--- src/rtl/qpsk_bit_mapper_pkg.sv ---
// Shared definitions for the QPSK bit mapper: pairing-FSM states, the default
// magnitude and the bit-to-word mapping also used by the c1 symbol datapath.
package qpsk_bit_mapper_pkg;

  typedef enum logic {
    WAIT_I = 1'b0,
    WAIT_Q = 1'b1
  } state_t;

  // ~sqrt(2)/4 of full scale in the 31-bit magnitude field
  localparam logic [30:0] DEFAULT_MAG = 31'h2D41_3CCC;

  // Sign-magnitude c1 word: a 1 bit maps to the positive point.
  function automatic logic [31:0] map_word(input logic b, input logic [30:0] mag);
    return {~b, mag};
  endfunction

endpackage

--- src/rtl/qpsk_out_reg.sv ---
// One-deep registered symbol output with valid/ready handshake; the held
// symbol stays stable until the downstream takes it.
module qpsk_out_reg (
  input  logic        clk,
  input  logic        rst,
  input  logic        i_load,
  input  logic [31:0] i_word_i,
  input  logic [31:0] i_word_q,
  input  logic        i_last,
  input  logic        i_ready,
  output logic        o_valid,
  output logic [31:0] o_word_i,
  output logic [31:0] o_word_q,
  output logic        o_last,
  output logic        o_can_load
);

  logic        r_valid;
  logic [31:0] r_word_i;
  logic [31:0] r_word_q;
  logic        r_last;

  // Space exists when empty or when the current symbol leaves this cycle.
  assign o_can_load = ~r_valid | i_ready;

  always_ff @(posedge clk) begin
    if (rst) begin
      r_valid  <= 1'b0;
      r_word_i <= 32'h0;
      r_word_q <= 32'h0;
      r_last   <= 1'b0;
    end else if (i_load) begin
      r_valid  <= 1'b1;
      r_word_i <= i_word_i;
      r_word_q <= i_word_q;
      r_last   <= i_last;
    end else if (r_valid && i_ready) begin
      r_valid  <= 1'b0;
    end
  end

  assign o_valid  = r_valid;
  assign o_word_i = r_word_i;
  assign o_word_q = r_word_q;
  assign o_last   = r_last;

endmodule

--- src/rtl/qpsk_bit_mapper.sv ---
// Pairs a serial bit stream into QPSK I/Q sign-magnitude words, padding an odd
// trailing bit at frame end, and counts symbols handed downstream.
module qpsk_bit_mapper
  import qpsk_bit_mapper_pkg::*;
#(
  parameter logic [30:0] MAG     = DEFAULT_MAG,
  parameter logic        PAD_BIT = 1'b0,
  parameter int          CW      = 16
) (
  input  logic          clk,
  input  logic          rst,
  input  logic          bit_in,
  input  logic          bit_valid,
  input  logic          bit_last,
  output logic          bit_ready,
  output logic [31:0]   sym_i,
  output logic [31:0]   sym_q,
  output logic          sym_valid,
  output logic          sym_last,
  input  logic          sym_ready,
  output logic [CW-1:0] sym_count,
  output logic          pad_seen
);

  state_t        r_state;
  state_t        w_state_next;
  logic          r_b_first;
  logic [CW-1:0] r_sym_count;
  logic          r_pad_seen;

  logic w_accept;
  logic w_load;
  logic w_first;
  logic w_second;
  logic w_last;
  logic w_pad;
  logic w_handoff;
  logic w_can_load;

  assign bit_ready = w_can_load;
  assign w_accept  = bit_valid & w_can_load;
  assign w_handoff = sym_valid & sym_ready;

  always_comb begin
    w_state_next = r_state;
    w_load       = 1'b0;
    w_first      = r_b_first;
    w_second     = bit_in;
    w_last       = 1'b0;
    w_pad        = 1'b0;
    case (r_state)
      WAIT_I: begin
        if (w_accept) begin
          if (bit_last) begin
            // Frame ended on an odd bit: emit it with the pad as Q.
            w_load   = 1'b1;
            w_first  = bit_in;
            w_second = PAD_BIT;
            w_last   = 1'b1;
            w_pad    = 1'b1;
          end else begin
            w_state_next = WAIT_Q;
          end
        end
      end
      WAIT_Q: begin
        if (w_accept) begin
          w_load       = 1'b1;
          w_first      = r_b_first;
          w_second     = bit_in;
          w_last       = bit_last;
          w_state_next = WAIT_I;
        end
      end
      default: w_state_next = WAIT_I;
    endcase
  end

  always_ff @(posedge clk) begin
    if (rst) begin
      r_state   <= WAIT_I;
      r_b_first <= 1'b0;
    end else begin
      r_state <= w_state_next;
      if (r_state == WAIT_I && w_accept) begin
        r_b_first <= bit_in;
      end
    end
  end

  always_ff @(posedge clk) begin
    if (rst) begin
      r_sym_count <= '0;
      r_pad_seen  <= 1'b0;
    end else begin
      if (w_handoff) begin
        r_sym_count <= r_sym_count + CW'(1);
      end
      if (w_pad) begin
        r_pad_seen <= 1'b1;
      end
    end
  end

  assign sym_count = r_sym_count;
  assign pad_seen  = r_pad_seen;

  qpsk_out_reg u_out_reg (
    .clk        (clk),
    .rst        (rst),
    .i_load     (w_load),
    .i_word_i   (map_word(w_first, MAG)),
    .i_word_q   (map_word(w_second, MAG)),
    .i_last     (w_last),
    .i_ready    (sym_ready),
    .o_valid    (sym_valid),
    .o_word_i   (sym_i),
    .o_word_q   (sym_q),
    .o_last     (sym_last),
    .o_can_load (w_can_load)
  );

endmodule

--- config.mk ---
export PLATFORM = sky130hd
export DESIGN_NAME = qpsk_bit_mapper
export DESIGN_NICKNAME = d
export VERILOG_FILES = /design/src/rtl/qpsk_bit_mapper_pkg.sv /design/src/rtl/qpsk_out_reg.sv /design/src/rtl/qpsk_bit_mapper.sv
export SDC_FILE = /design/constraint.sdc
export NUM_CORES = 1
export LEC_CHECK = 0
export ABC_CLOCK_PERIOD_IN_PS = 1600
export BUFFER_PORTS_ARGS = -buffer_cell sky130_fd_sc_hd__clkbuf_2
export CAP_MARGIN = 20
export CORE_UTILIZATION = 34
export DETAILED_ROUTE_END_ITERATION = 12
export GPL_TIMING_DRIVEN = 0
export SLEW_MARGIN = 20
export SYNTH_ARGS = -nofsm -noshare
export SYNTH_HDL_FRONTEND = slang
export SYNTH_SLANG_ARGS = --single-unit
export TNS_END_PERCENT = 50
--- constraint.sdc ---
create_clock -name clk -period 1.6 [get_ports clk]
set_input_delay 0.16 -clock clk [delete_from_list [all_inputs] [get_ports clk]]
set_output_delay 0.16 -clock clk [all_outputs]
set_load 0.01 [all_outputs]
* After elaboration in Yosys (flattened, before gate mapping)
Index checks and enable logic that the tools add are counted.
Widths: inputs -> output; s select.
** Cells by class
- Multiplexer cells :: 19
- Bitwise operators :: 7
- Add/sub/neg operators :: 1
- Reductions and logical operators :: 3
** Operators with widths (number)
- $add 16x1->16 const B :: 1
- $mux 1 :: 14
- $pmux 1 s2 :: 5
- $not 1->1 :: 4
- $and 1x1->1 :: 2
- $logic_and 1x1->1 :: 2
- $reduce_bool 2->1 :: 1
- $or 1x1->1 :: 1
** Storage, ports and cells
- Flip-flop bits (word level) :: 51
- Output and inout bits :: 84
- Logic and storage cells :: 38
- Bits of input ports :: 6

* Logic depth before layout (Yosys ltp)
- Depth after elaboration :: 6
- Mapped depth :: 5
- Gate-level depth less buffers :: 5

* Hierarchy
From an unflattened synthesis, not the netlist that was laid out.
** Second synthesis, totals
- Cells, all modules :: 321
- Area total of the unflattened synthesis :: 3293.2 µm²
** By module, submodules not included
- qpsk_out_reg :: area each 2386.0 µm², cells an instance 214, instances 1, sequential area each 1321.3 µm²
- qpsk_bit_mapper :: area each 907.1 µm², cells an instance 107, instances 1, sequential area each 380.4 µm²

* Least setup slack after synthesis
Ideal clock, no wire load.
- Path type :: flip-flop to flip-flop
- Start point :: register u_out_reg.r_valid (netlist: u_out_reg.o_valid)
- End point :: register r_sym_count[13] (netlist: sym_count[13])
- Clock period less this slack :: 1.411 ns
- Stages on the path, launching flop included :: 5
- Data arrival time :: 1.290 ns
- Path buffers :: 0
- Setup slack :: 0.189 ns
- Library setup time :: 0.121 ns
- Data required time :: 1.479 ns
- Cell sequence :: dfxtp_1 > nand3_4 > nor3_4 > nand3_2 > mux2_4
** On the way
- Cells in the longest elaborated chain, start to end :: 1
** Ends and longest elaborated chain
- start: declaration :: line qpsk_out_reg.sv:18 : logic r_valid;
- start signal: assignment :: line qpsk_out_reg.sv:28 : r_valid <= 1'b0;
- start signal: assignment :: line qpsk_out_reg.sv:33 : r_valid <= 1'b1;
- start signal: assignment :: line qpsk_out_reg.sv:38 : r_valid <= 1'b0;
- $and 1x1->1 :: line qpsk_bit_mapper.sv:42 : assign w_handoff = sym_valid & sym_ready;
- end signal: assignment :: line qpsk_bit_mapper.sv:97 : r_sym_count <= r_sym_count + CW'(1);
- end: declaration :: line qpsk_bit_mapper.sv:28 : logic [CW-1:0] r_sym_count;
No other way between the ends.
A chain may end at the register's enable or synchronous reset.

* Worst setup path after layout
- Start point :: register r_sym_count[0] (netlist: sym_count[0])
- End point :: register r_sym_count[14] (netlist: sym_count[14])
** On the way
- Cells in the longest elaborated chain, start to end :: 1
** Ends and longest elaborated chain (line)
- $add 16x1->16 :: qpsk_bit_mapper.sv:97
No other way between the ends.

==> qor.csv <==
metric,value,unit
die span in y,69.3,um
Layout Cells excl Fill,325,
"slowest stage cell, crit path",dfxtp_1,
#FFs+latches synth,24,
top cell family by delay on the critical path,simple AND/OR/NAND/NOR gates,
worst endpoint required time,1.75,ns
top-level I/O count,90,
Longest Clk Path Bufs,2,
DRT Pass-1 Iters,6,
CTS tree,done,
crit-path max FO,7,
startpoint types,flip-flop,
FMAX,679,MHz
Crit path arrival time,1.62,ns
maximum vdd drop,505,uV
max cap viols,0,
vias,1281,
fin nets,281,
post-synthesis instance area,1540,um2
multiplexer share of the synthesized area,0.0163,
CTS Sinks,24,
simple-gate area share of the yosys netlist,0.211,
Post-synth EDFFs,0,
full die area,4800,um2
Final min period,1.47,ns
crit-path cells,ha_1 > nand4_2 > nor4_2 > xnor2_1 > nor2_1,
row count,24,
Core Region,4350,um2
Placed Cells,321,
Starting Density,0.353,
Syn Inst Count,182,
Synth Area in Compound Gates,0.0700,
Num CTS Buffers,3,
final hold viol count,0,
Static Leakage,1.08,nW
post-synth top area share,0.312,
Die Wd,69.3,um
register area share after synthesis,0.312,
CP Buf/Inv Count,0,
H-tree levels,1,
hold-critical path depth,3,
Worst Hold Slack,0.174,ns
"top cells by count, synth","buf_4 (61), dfxtp_1 (24), nor2_1 (19)",
clock latency on the worst-skew pair,0.27,ns
Setup Viol. Count Final,0,
CP peak stage delay,0.41,ns
gr usage total,0.116,
area share of fa/ha/maj cells after synthesis,0.00814,
largest net degree at the start of global routing,30,
vias in the first global route,1032,
fill count,426,
cts hold-fix bufs,0,
status,finished clean,
critical path capture point type,flip-flop,
"Async S/R FF share, synth",0,
routability cong.,0.721,
prevailing post-synth register cell,dfxtp_1,
layout cells sized above 1,0.480,
clock skew,0.00238,ns
Hold Path Class,in -> reg,
Port Buffers,54,
Synth Area in XOR/XNOR,0.0627,
drt drc,0,
Vias/cell,3.94,
Syn Area/Cell,8.45,um2
fin crit share,0.921,
Worst-path clk slew,0.08,ns
Yosys top cell by area,dfxtp_1,
most frequent cell after synthesis,buf_4,
final wirelength,2780,um
Max Slew Vio Count,0,
DRT iter0 DRCs,16,
Synth area leaders,"dfxtp_1 (31%), buf_4 (30%), xnor2_1 (5.1%)",
DP Wirelength,2170,um
clock tree root driver cell,clkbuf_8,
WS Path Type,reg -> reg,
Crit path depth,5,
drt wl/cell,8.57,um
unique cell type count in the Yosys netlist,35,
RSZ-0062 raised after global routing,true,
FF-to-FF path depth,5,
initial antenna violation count,0,
first-pass GRT wire length,4590,um
largest family of logic cells by synthesized area,buffers and inverters,
power per cell area,671,nW/um2
Syn. warnings,0,
gr ovfl total,0,
area delta synth->final,33.9,%
Diodes inserted,0,
post-route antenna net violation count,0,
==> cell usage in the layout (no fill, tap or decap), types with 2 or more instances in the layout <==
| master | netlist | routed |
|---|---|---|
| buf_4 | 61 | 61 |
| clkbuf_2 | 0 | 54 |
| conb_1 | 1 | 34 |
| dfxtp_1 | 24 | 23 |
| nor2_1 | 19 | 19 |
| xnor2_1 | 9 | 9 |
| nand2_1 | 8 | 8 |
| a21oi_1 | 8 | 8 |
| nand3_1 | 7 | 7 |
| inv_1 | 5 | 5 |
| nor3_1 | 4 | 4 |
| o21ai_0 | 4 | 4 |
| clkbuf_8 | 0 | 4 |
| clkbuf_1 | 3 | 3 |
| nand2b_1 | 2 | 2 |
| nor4_2 | 1 | 2 |
| nor4_1 | 3 | 2 |
| or3_1 | 2 | 2 |
| xor2_1 | 2 | 2 |
| o21a_1 | 2 | 2 |
==> what timing repair did <==
| item | in CTS | in global routing |
|---|---|---|
| resized for setup | 1 | 1 |
| endpoints found under the setup margin | 28 | 2 |
| hold endpoints to repair | 0 | 0 |
| setup buffers | 0 | 0 |
==> routing by layer <==
| layer | track usage | part of all wire | vias up |
|---|---|---|---|
| li1 | - | - | 682 |
| met1 | 0.145 | 0.45 | 539 |
| met2 | 0.184 | 0.45 | 56 |
| met3 | 0.0305 | 0.086 | 4 |
| met4 | 0.0590 | 0.016 | 0 |
| met5 | 0 | 0 | - |
==> power breakdown <==
group | internal [mW] | switching, mW
Clock | 0.220 | 0.192
Sequential | 0.614 | 0.0268
Combinational | 0.181 | 0.149
==> through the flow <==
| step | TNS, ns | util | worst slack (ns) | total power, mW | instance area [um2] |
|---|---|---|---|---|---|
| after floorplan | 0 | - | 0.189 | 0.898 | 1660 |
| after global placement | 0 | 0.459 | 0.128 | 0.986 | 2000 |
| after detailed placement | 0 | 0.459 | 0.138 | 0.987 | 2000 |
| after CTS | 0 | 0.472 | 0.122 | 1.40 | 2050 |
| after global routing | -0.0403 | 0.473 | -0.0403 | 1.45 | 2060 |
| final | 0 | 0.473 | 0.127 | 1.38 | 2060 |
==> registers in the layout (all words and copies together) (netlist names) <==
name / flops
pad_seen: 1
r_state: 1
u_out_reg.o_last: 1
sym_count: 16
u_out_reg.o_word_i: 1
u_out_reg.o_valid: 1
u_out_reg.o_word_q: 2
r_b_first: 1
==> kinds of logic (layout without fill, tap and decap cells) <==
family | Yosys count | count (layout)
and+or+nand+nor | 56 | 56
DFF | 24 | 24
xor gates and xnor gates | 11 | 11
AOI/OAI and AO/OA | 18 | 18
adders and majority gates | 1 | 1
muxes | 2 | 2
other | 1 | 34
buffers and inverters | 69 | 127
==> layout make-up <==
class                   instances  area [um2]  area share
clock buffers                   4        55.1      0.0267
plain buffers                  64         469       0.228
well taps                      52        65.1      0.0316
flip-flops and latches         24         482       0.234
repair buffers                 54         270       0.131
inverters                       5        18.8     0.00911
multi-input cells             122         699       0.340
==> worst register-to-register path, cell delays in order, from the launching register on <==
cell and delay, ns:
dfxtp_1 0.41, ha_1 0.21, nand4_2 0.23, nor4_2 0.31
xnor2_1 0.15, nor2_1 0.05
==> path summary, 6_finish.rpt <==
check                         startpoint                     end  slack (ns)
setup / recovery            sym_count[0]           sym_count[14]        0.13
hold / removal                    bit_in               r_b_first        0.17
setup reg to reg            sym_count[0]           sym_count[14]        0.13
hold reg to reg   u_out_reg.o_word_q[31]  u_out_reg.o_word_q[31]        0.47
(Power assumes the default switching activity.)
